### src/rtl/spi_master_core.sv
// SPI master for one 8-bit transfer per start request, with per-transfer CPOL/CPHA
// and an SCLK half-period of D ACLK cycles; completion is reported through a sticky flag.
module spi_master_core #(
  parameter int unsigned DIV_WIDTH = 16
) (
  input  logic        ACLK,
  input  logic        ARESETn,
  input  logic [31:0] control_reg,
  input  logic [7:0]  tx_spi,
  input  logic [31:0] spi_div,
  output logic [7:0]  rx_spi,
  output logic        spi_busy,
  output logic        spi_done,
  output logic        sclk,
  output logic        mosi,
  input  logic        miso,
  output logic        cs_n
);

  localparam int unsigned EDGE_W = 4;

  typedef enum logic [1:0] {
    IDLE  = 2'd0,
    SHIFT = 2'd1,
    HOLD  = 2'd2
  } state_e;

  state_e               state_q, state_d;
  logic                 start_q, start_d;
  logic                 cpol_q, cpol_d;
  logic                 cpha_q, cpha_d;
  logic [DIV_WIDTH-1:0] div_q, div_d;
  logic [DIV_WIDTH-1:0] cnt_q, cnt_d;
  logic [EDGE_W-1:0]    edge_q, edge_d;
  logic [7:0]           tx_sh_q, tx_sh_d;
  logic [7:0]           rx_sh_q, rx_sh_d;
  logic [7:0]           rx_q, rx_d;
  logic                 sclk_q, sclk_d;
  logic                 mosi_q, mosi_d;
  logic                 cs_n_q, cs_n_d;
  logic                 busy_q, busy_d;
  logic                 done_q, done_d;

  logic                 start_c;
  logic [DIV_WIDTH-1:0] div_eff_c;
  logic                 cnt_last_c;
  logic                 lead_c;
  logic                 term_c;
  logic                 sample_c;
  logic                 advance_c;

  // Bits of the shared control/divider registers this block does not use.
  logic unused_ctrl;
  assign unused_ctrl = ^{control_reg[31:4], control_reg[0]};

  if (DIV_WIDTH < 32) begin : g_unused_div
    logic unused_div;
    assign unused_div = ^spi_div[31:DIV_WIDTH];
  end

  assign start_c    = control_reg[1] & ~start_q;
  assign div_eff_c  = (spi_div[DIV_WIDTH-1:0] == '0) ? DIV_WIDTH'(1) : spi_div[DIV_WIDTH-1:0];
  assign cnt_last_c = (cnt_q == (div_q - DIV_WIDTH'(1)));
  // edge_q holds edges already issued, so the edge about to happen is leading when it is even.
  assign lead_c     = ~edge_q[0];
  assign term_c     = (edge_q == EDGE_W'(15));
  assign sample_c   = cpha_q ? ~lead_c : lead_c;
  assign advance_c  = cpha_q ? lead_c : (~lead_c & ~term_c);

  always_ff @(posedge ACLK or negedge ARESETn) begin
    if (!ARESETn) begin
      state_q <= IDLE;
      start_q <= 1'b0;
      cpol_q  <= 1'b0;
      cpha_q  <= 1'b0;
      div_q   <= '0;
      cnt_q   <= '0;
      edge_q  <= '0;
      tx_sh_q <= 8'h00;
      rx_sh_q <= 8'h00;
      rx_q    <= 8'h00;
      sclk_q  <= 1'b0;
      mosi_q  <= 1'b0;
      cs_n_q  <= 1'b1;
      busy_q  <= 1'b0;
      done_q  <= 1'b0;
    end else begin
      state_q <= state_d;
      start_q <= start_d;
      cpol_q  <= cpol_d;
      cpha_q  <= cpha_d;
      div_q   <= div_d;
      cnt_q   <= cnt_d;
      edge_q  <= edge_d;
      tx_sh_q <= tx_sh_d;
      rx_sh_q <= rx_sh_d;
      rx_q    <= rx_d;
      sclk_q  <= sclk_d;
      mosi_q  <= mosi_d;
      cs_n_q  <= cs_n_d;
      busy_q  <= busy_d;
      done_q  <= done_d;
    end
  end

  always_comb begin
    state_d = state_q;
    start_d = control_reg[1];
    cpol_d  = cpol_q;
    cpha_d  = cpha_q;
    div_d   = div_q;
    cnt_d   = cnt_q;
    edge_d  = edge_q;
    tx_sh_d = tx_sh_q;
    rx_sh_d = rx_sh_q;
    rx_d    = rx_q;
    sclk_d  = sclk_q;
    mosi_d  = mosi_q;
    cs_n_d  = cs_n_q;
    busy_d  = busy_q;
    done_d  = done_q;

    unique case (state_q)
      IDLE: begin
        if (start_c) begin
          cpol_d  = control_reg[2];
          cpha_d  = control_reg[3];
          div_d   = div_eff_c;
          cnt_d   = '0;
          edge_d  = '0;
          sclk_d  = control_reg[2];
          cs_n_d  = 1'b0;
          busy_d  = 1'b1;
          done_d  = 1'b0;
          rx_sh_d = 8'h00;
          // CPHA=0 presents bit 7 before the first edge; CPHA=1 waits for the leading edge.
          if (control_reg[3]) begin
            tx_sh_d = tx_spi;
            mosi_d  = 1'b0;
          end else begin
            tx_sh_d = {tx_spi[6:0], 1'b0};
            mosi_d  = tx_spi[7];
          end
          state_d = SHIFT;
        end
      end

      SHIFT: begin
        if (cnt_last_c) begin
          cnt_d  = '0;
          sclk_d = ~sclk_q;
          edge_d = edge_q + EDGE_W'(1);
          if (sample_c) begin
            rx_sh_d = {rx_sh_q[6:0], miso};
          end
          if (advance_c) begin
            mosi_d  = tx_sh_q[7];
            tx_sh_d = {tx_sh_q[6:0], 1'b0};
          end
          if (term_c) begin
            state_d = HOLD;
          end
        end else begin
          cnt_d = cnt_q + DIV_WIDTH'(1);
        end
      end

      HOLD: begin
        // D cycles of hold with cs_n low, then the completion cycle.
        if (cnt_q == div_q) begin
          cnt_d   = '0;
          cs_n_d  = 1'b1;
          busy_d  = 1'b0;
          done_d  = 1'b1;
          rx_d    = rx_sh_q;
          mosi_d  = 1'b0;
          state_d = IDLE;
        end else begin
          cnt_d = cnt_q + DIV_WIDTH'(1);
        end
      end

      default: begin
        state_d = IDLE;
      end
    endcase
  end

  assign rx_spi   = rx_q;
  assign spi_busy = busy_q;
  assign spi_done = done_q;
  assign sclk     = sclk_q;
  assign mosi     = mosi_q;
  assign cs_n     = cs_n_q;

endmodule

### config.mk
export PLATFORM = sky130hd
export DESIGN_NAME = spi_master_core
export DESIGN_NICKNAME = d
export VERILOG_FILES = /design/src/rtl/spi_master_core.sv
export SDC_FILE = /design/constraint.sdc
export NUM_CORES = 1
export LEC_CHECK = 0
export ABC_AREA = 1
export CORE_MARGIN = 2
export CORE_UTILIZATION = 45
export CTS_CLUSTER_SIZE = 40
export DETAILED_ROUTE_END_ITERATION = 8
export PLACE_DENSITY = 0.72
export REMOVE_ABC_BUFFERS = 1
export SKIP_CTS_REPAIR_TIMING = 1
export SLEW_MARGIN = 20
export SYNTH_ARGS = -nofsm -noshare
export SYNTH_HDL_FRONTEND = slang
export SYNTH_SLANG_ARGS = --single-unit
### constraint.sdc
create_clock -name ACLK -period 3.3 [get_ports ACLK]
set_input_delay 0.825 -clock ACLK [delete_from_list [all_inputs] [get_ports ACLK]]
set_output_delay 0.825 -clock ACLK [all_outputs]
set_load 0.01 [all_outputs]
## Word-level counts from Yosys, hierarchy flattened

Cells that the tools add are included.

| word-level totals | value |
|---|---|
| output and inout port bits | 13 |
| input bits | 75 |
| word-level logic and storage cells | 86 |
| flip-flop bits (word level) | 69 |

| cells by class | value |
|---|---|
| mux-type cells | 38 |
| reductions and logical operators | 14 |
| equality and inequality tests | 11 |
| bitwise logic cells | 6 |
| add/subtract/negate cells | 3 |

Operators by type and width:

| operator | number |
|---|---|
| $mux W16 | 4 |
| $mux W8 | 7 |
| $pmux W16 S3 | 1 |
| $eq A16 B16 Y1 | 2 |
| $pmux W8 S2 | 2 |
| $add A16 B1 Y16 const B | 1 |
| $logic_not A16 Y1 | 1 |
| $sub A16 B1 Y16 const B | 1 |
| $mux W1 | 12 |
| $ne A2 B2 Y1 const B | 6 |
| $reduce_and A4 Y1 | 3 |
| $mux W2 | 4 |
| $mux W4 | 2 |
| $pmux W4 S2 | 1 |
| $pmux W1 S2 | 3 |
| $pmux W2 S3 | 1 |
| $reduce_and A2 Y1 | 3 |
| $reduce_and A3 Y1 | 2 |
| $reduce_and A5 Y1 | 1 |
| $add A4 B1 Y4 const B | 1 |
| $eq A4 B4 Y1 const B | 1 |
| $not A1 Y1 | 4 |
| $reduce_bool A2 Y1 | 2 |
| $pmux W1 S3 | 1 |
| other kinds (5) | 6 |

## Logic depth before layout (Yosys ltp)

| depth | value |
|---|---|
| depth in word-level cells | 7 |
| depth in mapped cells | 17 |

## Worst setup path before layout

Ideal clock, no wire load.

| path | value |
|---|---|
| path type | in2reg |
| start | input control_reg[1] |
| end | register cnt_q[15] |
| cell stages on the path | 9 |
| data arrival time | 2.010 ns |
| required time | 3.222 ns |
| path buffers | 0 |
| setup time | 0.078 ns |
| slack | 1.212 ns |
| cells stage by stage | a21oi_1 > nor2_2 > inv_1 > nor2_1 > nand3_1 > nor3_1 > nand2_1 > xor2_1 > a21oi_1 |

| on the way | value |
|---|---|
| cells in the longest elaborated chain, start to end | 3 |

Ends and longest elaborated chain:

| what | RTL line | source |
|---|---|---|
| start: declaration | 8 | `input logic [31:0] control_reg,` |
| $and A1 B1 Y1 | 61 | `assign start_c = control_reg[1] & ~start_q;` |
| $ne A2 B2 Y1 (no source line) | - |  |
| $reduce_and A2 Y1 (no source line) | - |  |
| end signal: assignment | 93 | `cnt_q <= cnt_d;` |
| end: declaration | 33 | `logic [DIV_WIDTH-1:0] cnt_q, cnt_d;` |

Every way passes these cells.
A chain may end at the register's enable or synchronous reset.

## Final worst setup path

Ends and elaborated chain as after synthesis.

==> impl_metrics.ini <==
[run_status]
status = complete, no violations

[routing]
drc_errors = 0
highest_layer = met4
routed-wl-met3_um = 288
wl_met1_um = 4140
wl_um = 9050
firstDrtPassIters = 4
wl_met2_um = 4490
wl_per_cell_um = 13.0
drtAntennaViolNets = 0
num_vias = 3562
avgViaCountPerCell = 5.10
drt_iter0_drc = 160

[floorplan]
io_pins = 88
die_w_um = 99.8
initial_core_util_pct = 46.9
dieArea_um2 = 9950
design.core.area_um2 = 8810
die_h_um = 99.8
rows = 34

[critical_path]
crit_type = input pin to register
critPathMaxStageDelay_ns = 0.50
arrival_ns = 2.69
cp.required_ns = 3.59
path_cells = clkdlybuf4s50_1, a21oi_1, nor2_2, inv_1, nor2_1, nand3_1, nor3_1, nand2_1, xor2_1, a21oi_1
crit_path_frequent_cell = a21oi_1
cpMaxStageDelayCell = clkdlybuf4s50_1
start_kind = input pin
reg2reg_depth = 15
path_max_fanout = 8
cp-end-kind = register

[sta]
fmax_mhz = 417
whs_ns = 0.477
fin_setup_tns_ns = 0
setup_viol = 0
maxSlewViolCount = 0
tightest_slew_ns = 0.662
max-slew-margin-rel_pct = 55.9
rsz0062_at_grt = no
post-route-period-util_pct = 72.7
min_period_ns = 2.40
clock_skew_ns = 0.0139
final_hold_viol_count = 0

[clock_network]
cts-buffers-inserted = 9
clockBufferDepth = 2
clkTransAtPathRegs_ns = 0.10
clock_latency_ns = 0.36
cts_root_buffer = clkbuf_8
cts_tree = done
cts_sinks = 69
htreeDepth = 3

[cells_and_area]
drive_above_1_share_pct = 11.9
fill_cells = 848
area_delta_synth_final_pct = 16.8
antennaDiodeCount = 0
fin_area_um2 = 4820
post-route-util_pct = 54.7
nets = 667
final_cells = 698
register_area_um2 = 1730
multi_input_area_um2 = 2070

[power]
power_density_nw_per_um2 = 744
power.share.clock_pct = 19.5
sw_frac_of_total_pct = 45.7
intPower_uw = 1950
combPwrFrac_pct = 44.8
total_leakage_power_uw = 0.00221
seq_power_share_pct = 35.7
switchingPower_uw = 1640
ir_drop_v = 0.000352

[synth]
yosysTopAreaCell = dfrtp_1
ys_seq_elements = 69
synth_edf_count = 0
async_reset_ff_share_pct = 100
synth_cell_type_count = 36
netlist_area_um2 = 4130
seq_area_frac_synth_pct = 41.9
ys.flop_type = dfrtp_1
ys_warn_count = 0
synthCells = 538
yosysTopAreaCellShare_pct = 41.2
synth.area.top_cells = dfrtp_1 41%, nand2_1 15%, inv_1 5.4%, o21ai_0 4.9%, nand3_1 3.8%
avgSynthCellArea_um2 = 7.67

[grt]
grt_max_degree = 31
grt_pass1_vias = 3424
track_usage_pct = 19.1
grt-ovfl-total = 0
antenna_found_initial = 0
grt_first_pass_wirelength_um = 15300

[place]
post-place-cells = 682
dp_hpwl_um = 6820
placed_cell_area_um2 = 4620
portBuffers = 42
place.gp.congestion = 0.883

[worst_hold_path]
min_path_type = input pin to async pin

[job]
drv_cap = 0
## kinds of logic after synthesis
logic type | share of synthesized area (%)
AOI/OAI and AO/OA | 11.5
xor gates and xnor gates | 4.46
adders and majority gates | 2.12
buffers and inverters | 7.85
DFF | 41.9
muxes | 1.85
and+or+nand+nor | 30.3
## final cells by class
type	count	area share [%]
clock buffer	9	2.57
clock inverter	7	1.58
inverter	61	4.75
multi-input combinational	397	43.0
sequential	69	35.9
tap	108	2.80
timing repair buffer	47	9.40
## per-layer routing
layer  GRT usage [%]  up-vias
met5               0        -
met4            5.16        0
met2            33.6       63
met1            23.8     1665
li1                -     1820
met3            4.22       14
## cells in the mapped netlist (all sizes together), types with 2 or more instances
cell type,count
or2,3
xor2,9
buf,3
mux2,5
nor3,7
o21ai,56
inv,60
nor4,5
a31oi,2
o32ai,2
ha,7
nand3,34
xnor2,12
clkbuf,8
nand2,179
dfrtp,68
nand4,7
nand3b,2
mux2i,2
a21boi,2
nor2,46
a21oi,15
## worst paths after layout
path | slack (ns) | from | endpoint
worst max-delay path | 0.90 | control_reg[1] | cnt_q[15]
worst min-delay path | 0.48 | ARESETn | rx_spi[3]
worst max register to register | 0.99 | div_q[0] | cnt_q[10]
worst min register to register | 0.48 | rx_spi[6] | rx_spi[6]
max in group asynchronous | 2.05 | ARESETn | cnt_q[13]
min in group ACLK | 0.48 | rx_spi[6] | rx_spi[6]
## per-stage QoR
stage	worst slack (ns)	total power (uW)
final	0.901	3590
after global routing	0.722	3880
after CTS	0.906	3610
after detailed placement	0.533	2900
after global placement	0.592	2860
after floorplan	0.973	2450
## sequential cells by signal, indices dropped and copies added (netlist names)
name      count
start_q       1
div_q        16
tx_sh_q       8
rx_spi        8
cs_n          1
edge_q        4
state_q       2
sclk          1
cnt_q        16
cpha_q        1
spi_busy      1
rx_sh_q       8
mosi          1
spi_done      1
## worst max-delay path, delay by kind of cell
| family | cells | cell delay [ns] |
|---|---|---|
| and+or+nand+nor | 5 | 0.84 |
| buffers and inverters | 2 | 0.65 |
| AOI/OAI and AO/OA | 2 | 0.23 |
| xor gates and xnor gates | 1 | 0.15 |
## power groups by stage
| stage | sequential [uW] | combinational (uW) | clock (uW) |
|---|---|---|---|
| finish | 1280 | 1610 | 700 |
| global route | 1310 | 1820 | 749 |
| global placement | 1280 | 1570 | 0 |
| detailed placement | 1290 | 1610 | 0 |
| floorplan | 1240 | 1210 | 0 |
| CTS | 1280 | 1620 | 717 |
## cell usage in the layout (no fill, tap or decap), types with 2 or more instances in the layout
cell	count
ha_1	7
clkbuf_8	9
o21ai_2	16
mux2i_1	2
inv_8	3
buf_4	5
inv_1	59
o21ai_0	40
xnor2_1	12
a31oi_1	2
nand4_1	7
xor2_1	9
nand2_1	169
nand3_1	31
nor2_1	37
nand2_2	9
nand3_4	2
clkdlybuf4s50_1	41
o32ai_1	2
dfrtp_1	68
nor3_1	7
nor2_2	7
clkinv_4	2
nor2_4	2
a21oi_1	15
or2_2	3
nor4_1	5
a21boi_0	2
mux2_2	5
nand3b_1	2
Power figures use the tool's default switching activity.
==> RTL change 1 (config.mk and constraints unchanged) <==
Put one more register stage on the output `rx_spi`, cleared by the reset. The value now appears one clock later. The other outputs are not delayed to match.
--- a/src/rtl/spi_master_core.sv
+++ b/src/rtl/spi_master_core.sv
@@ -187,5 +187,11 @@
   end
 
-  assign rx_spi   = rx_q;
+  always_ff @(posedge ACLK or negedge ARESETn) begin
+    if (!ARESETn) begin
+      rx_spi <= '0;
+    end else begin
+      rx_spi <= rx_q;
+    end
+  end
   assign spi_busy = busy_q;
   assign spi_done = done_q;
Formal check against the unedited RTL: no difference found for any inputs over 10 cycles, from zero or initial values and one cycle with ARESETn low; that may be too few to reach the edited logic, so the function may still have changed.
==> RTL change 1 against the original RTL <==
Sequential share of layout area is 0.78 points higher. Sequential cell count is 8 higher. Clock power is 8.1% higher. Critical endpoint is now tx_sh_q[7]. Area after synthesis is 10% higher. Power is 3.2% higher. Routed wire length is 7.0% higher. Sequential power is 6% higher. Worst setup slack better by 0.058 ns. Cell area is 9.2% higher. Synthesized cell count is 10% higher. Count of clock-buffer cells in the layout is 2 higher.
==> RTL change 1: results (changes against the original RTL) <==
Leak Pwr = 2.599 nW (+17%)
DR WL/cell = 12.59 um (-2.9%)
Final std cells w/o fill = 769 (+10%)
Vias in the first global route = 3817 (+11%)
Initial DRC Count = 212 (+33%)
Commonest cells in the netlist = 186 x nand2_1, 76 x dfrtp_1, 68 x inv_1
# nets final = 713 (+6.9%)
Crit Path Max Fanout = 16 (+8)
Crit path DAT = 2.59 ns (-0.10 ns)
Gpl congestion = 0.8527 (-3.4%)
First-pass GRT wire length = 17.12 mm (+12%)
Reg-to-reg slack, setup = 0.96 ns (-0.03 ns)
Unique masters post-synth = 34 (-5.6%)
Least-Margin Pin Slew = 0.9742 ns (+0.3120 ns)
Share of layout cells above drive strength 1 = 10.38% (-1.5 points)
Maximum number of pins on one net before global-route repair = 78 (+150%)
Hold Crit Class = reg -> reg
Final Skew = 0.01374 ns (-0.0001229 ns)
RR Endpoint = tx_sh_q[7]
Slowest-stage cell, CP = dfrtp_1
Status = completed
Area contributors post-synth = dfrtp_1 42%, nand2_1 15%, nand3_1 6.6%
Slowest stage delay, CP = 0.41 ns (-0.09 ns)
# fillers = 946 (+12%)
Cells after Synth = 593 (+10%)
Gr usage total = 19.25% (+0.12 points)
RTL change 1: cell count changes after synthesis, moves of 3 or more:
cell	before	now
nor2_1	37	33
clkbuf_1	4	9
nand2_1	169	186
inv_1	59	68
a21oi_1	15	8
clkbuf_8	3	0
xnor2_1	12	9
o21ai_0	40	36
nand3_1	31	60
dfrtp_1	68	76
xor2_1	9	21
nor3_1	7	2
buf_2	0	3
RTL change 1: worst reg2reg max path, cell delays in order, from the launching register on:
cell and delay (ns):
dfrtp_1 0.41, inv_1 0.13, ha_1 0.26, nand2_2 0.12
nor2_4 0.19, nand4_1 0.11, nand2_1 0.09, nand2_1 0.07
nor2_2 0.13, nand3_4 0.17, nand2_8 0.14, nand3_4 0.21
nand2_1 0.16, o21ai_2 0.06
RTL change 1: final cells by class:
cell class / instances / area [sq um] / area share, %
clock buffer: 11 / 141.4 / 2.686
inverter: 71 / 266.5 / 5.063
timing repair buffer: 46 / 447.9 / 8.510
clock inverter: 5 / 67.56 / 1.284
sequential: 77 / 1928 / 36.63
multi-input combinational: 426 / 2246 / 42.67
tap: 133 / 166.4 / 3.161
RTL change 1: cells by family (layout without fill, tap and decap cells):
family	after synthesis	count (layout)	share of synthesized area [%]
simple gates	321	321	32.03
buf+inv	90	133	8.200
flops	77	77	42.41
compound gates	62	62	8.228
xor+xnor	30	30	5.779
fa+ha+maj	7	7	1.926
mux	6	6	1.431
RTL change 1: worst min path at each step:
stage	end	slack [ns]	cells after the start	from
3_3_place_gp	rx_spi[4]	0.36	0	rx_q[4]
2_1_floorplan	rx_spi[0]	0.35	0	rx_q[0]
4_1_cts	rx_spi[4]	0.39	0	rx_q[4]
6_report	rx_spi[4]	0.38	0	rx_q[4]
5_1_grt	rx_spi[3]	0.40	0	rx_q[3]
3_5_place_dp	rx_spi[5]	0.37	0	rx_q[5]
RTL change 1: per-layer routing:
layer | vias to the layer above | share of wire, % | global-route usage [%]
li1 | 1952 | - | -
met1 | 1780 | 46 | 23.78
met2 | 88 | 48 | 32.49
met3 | 14 | 4.3 | 5.514
met4 | 0 | 1.5 | 5.985
met5 | - | 0 | 0
RTL change 1: report_power, final:
group | internal (mW) | switching [mW]
registers | 1.14 | 0.218
logic | 0.561 | 1.02
clock network | 0.381 | 0.375
total | 2.08 | 1.62
RTL change 1: metrics by stage:
stage / utilization [%] / total power [mW] / hold slack, ns / setup slack [ns] / cell area, sq um
6_report: 53.85 / 3.699 / 0.3838 / 0.9588 / 5264
4_1_cts: 53.85 / 3.733 / 0.3893 / 0.9569 / 5264
5_1_grt: 53.85 / 4.038 / 0.4006 / 0.6766 / 5264
3_5_place_dp: 51.72 / 2.962 / 0.3695 / 0.7856 / 5055
3_3_place_gp: 51.72 / 2.901 / 0.3608 / 0.8525 / 5055
2_1_floorplan: - / 2.515 / 0.3540 / 0.7658 / 4441
==> RTL change 2 (config.mk and constraints unchanged) <==
Made on the original files. Change the parameter `DIV_WIDTH` from 16 to 32.
--- a/src/rtl/spi_master_core.sv
+++ b/src/rtl/spi_master_core.sv
@@ -2,5 +2,5 @@
 // and an SCLK half-period of D ACLK cycles; completion is reported through a sticky flag.
 module spi_master_core #(
-  parameter int unsigned DIV_WIDTH = 16
+  parameter int unsigned DIV_WIDTH = 32
 ) (
   input  logic        ACLK,
Behaviour: not the same (Yosys sat finds a counterexample within 4 cycles, from zero or initial values and one cycle with ARESETn low).
==> RTL change 2 against the original RTL <==
Combinational power is 57% higher. Maximum frequency decreased by 15%. Global-route usage grew 2.4 points. Sequential cell count grew 32. Non-clock buffer count is 22 higher. Routed wire length is 79% higher. Power rose by 52%. Critical path type is now reg -> reg. Worst setup slack worse by 0.42 ns. Cell area is 61% higher. Sequential share of layout area fell by 3.3 points. Area after synthesis rose by 63%. Largest cell class unchanged.
==> RTL change 2: results (changes against the original RTL) <==
Status = completed
Port bufs = 58 (+38%)
Seq/Total Area, Yosys = 37.59% (-4.3 points)
Commonest cells in the netlist = 263 x nand2_1, 123 x inv_1, 100 x dfrtp_1
Top Registers = cnt_q (32), div_q (32)
Final std cells w/o fill = 1186 (+70%)
Gr usage total = 21.53% (+2.4 points)
Post-DP Area = 7485 sq um (+62%)
Dpl hpwl = 12.16 mm (+78%)
# nets final = 1079 (+62%)
Area contributors post-synth = dfrtp_1 37%, nand2_1 15%, inv_1 6.9%
# fillers = 1442 (+70%)
Psw = 2.527 mW (+54%)
Vias in the first global route = 5772 (+69%)
Maximum vdd drop = 0.3440 mV (-2.4%)
Unique masters post-synth = 35 (-2.8%)
Crit Path Max Fanout = 27 (+19)
Share of layout cells above drive strength 1 = 7.984% (-3.9 points)
First-pass iteration count of the detailed router = 5 (+1)
Hold Crit Class = reg -> reg
Place WS = 0.5273 ns (-0.006131 ns)
Least-Margin Pin Slew = 0.7560 ns (+0.09375 ns)
DR WL/cell = 13.68 um (+5.5%)
Vias = 6111 (+72%)
Leak Pwr = 3.724 nW (+68%)
Initial DRC Count = 422 (+160%)
Maximum number of pins on one net before global-route repair = 59 (+90%)
Gpl congestion = 0.9430 (+6.8%)
First-pass GRT wire length = 27.71 mm (+81%)
Final Skew = 0.01149 ns (-0.002378 ns)
Post-synth ARST share = 100.0% (unchanged)
Avg Inst Size Synth = 7.148 sq um (-6.8%)
Clock transition at path regs = 0.07 ns (-0.03 ns)
Clk root buf = clkbuf_16
## RTL change 2: logic make-up (layout without fill, tap and decap cells)
group           after synthesis  in the layout  synth area share, %
simple gates                520            520                34.71
buf+inv                     150            211                9.077
flops                       101            101                37.59
compound gates               93             93                7.980
xor+xnor                     63             63                8.203
fa+ha+maj                     7              7                1.302
mux                           7              7                1.135
## RTL change 2: layout make-up
type	count	area (sq um)	share of cell area (%)
Timing Repair Buffer	69	660.6	8.494
Clock inverter	7	67.56	0.8687
Sequential cell	101	2529	32.51
Tap cell	184	230.2	2.960
Clock buffer	9	225.2	2.896
Inverter	126	473.0	6.081
Multi-Input combinational cell	690	3592	46.19
## RTL change 2: path summary, 6_finish.rpt
path	slack, ns	from	to	depth (start not counted)
setup / recovery	0.48	div_q[3]	cnt_q[4]	16
max in group asynchronous	1.97	ARESETn	div_q[12]	2
hold / removal	0.46	cs_n	cs_n	2
min in group asynchronous	0.51	ARESETn	cnt_q[28]	1
hold reg to reg	0.46	cs_n	cs_n	2
setup reg to reg	0.48	div_q[3]	cnt_q[4]	16
## RTL change 2: metal layers
layer	share of wire (%)	vias to the layer above	global-route usage (%)
met1	46	2847	28.91
met4	1.3	0	5.107
met3	5.4	18	5.055
li1	-	3096	-
met5	0	-	0
met2	47	150	35.39
## RTL change 2: power groups by stage
stage               Combinational (mW)  Sequential [mW]  Clock [mW]
floorplan                         1.86             1.80           0
global route                      2.86             1.93        1.14
finish                            2.53             1.89        1.05
detailed placement                2.50             1.90           0
CTS                               2.52             1.89        1.08
global placement                  2.47             1.90           0
## RTL change 2: metrics by stage
stage                     total power, mW  TNS [ns]
final                               5.463         0
after global routing                5.925         0
after detailed placement            4.404         0
after CTS                           5.482         0
after global placement              4.367         0
after floorplan                     3.655  -0.06083
## RTL change 2: critical path, stage by stage (launching register included)
cell and delay (ns):
dfrtp_1 0.46, nor2_2 0.18, nand2_1 0.10, nor2_4 0.31, nand2_1 0.16, inv_2 0.11, nand2_1 0.05, nand2_1 0.05
nand2_1 0.05, nor2_1 0.13, nand2_1 0.09, nor2_1 0.23, nand3_4 0.19, nand2_8 0.14, nand2_4 0.20, nand3_1 0.12
o21ai_0 0.10
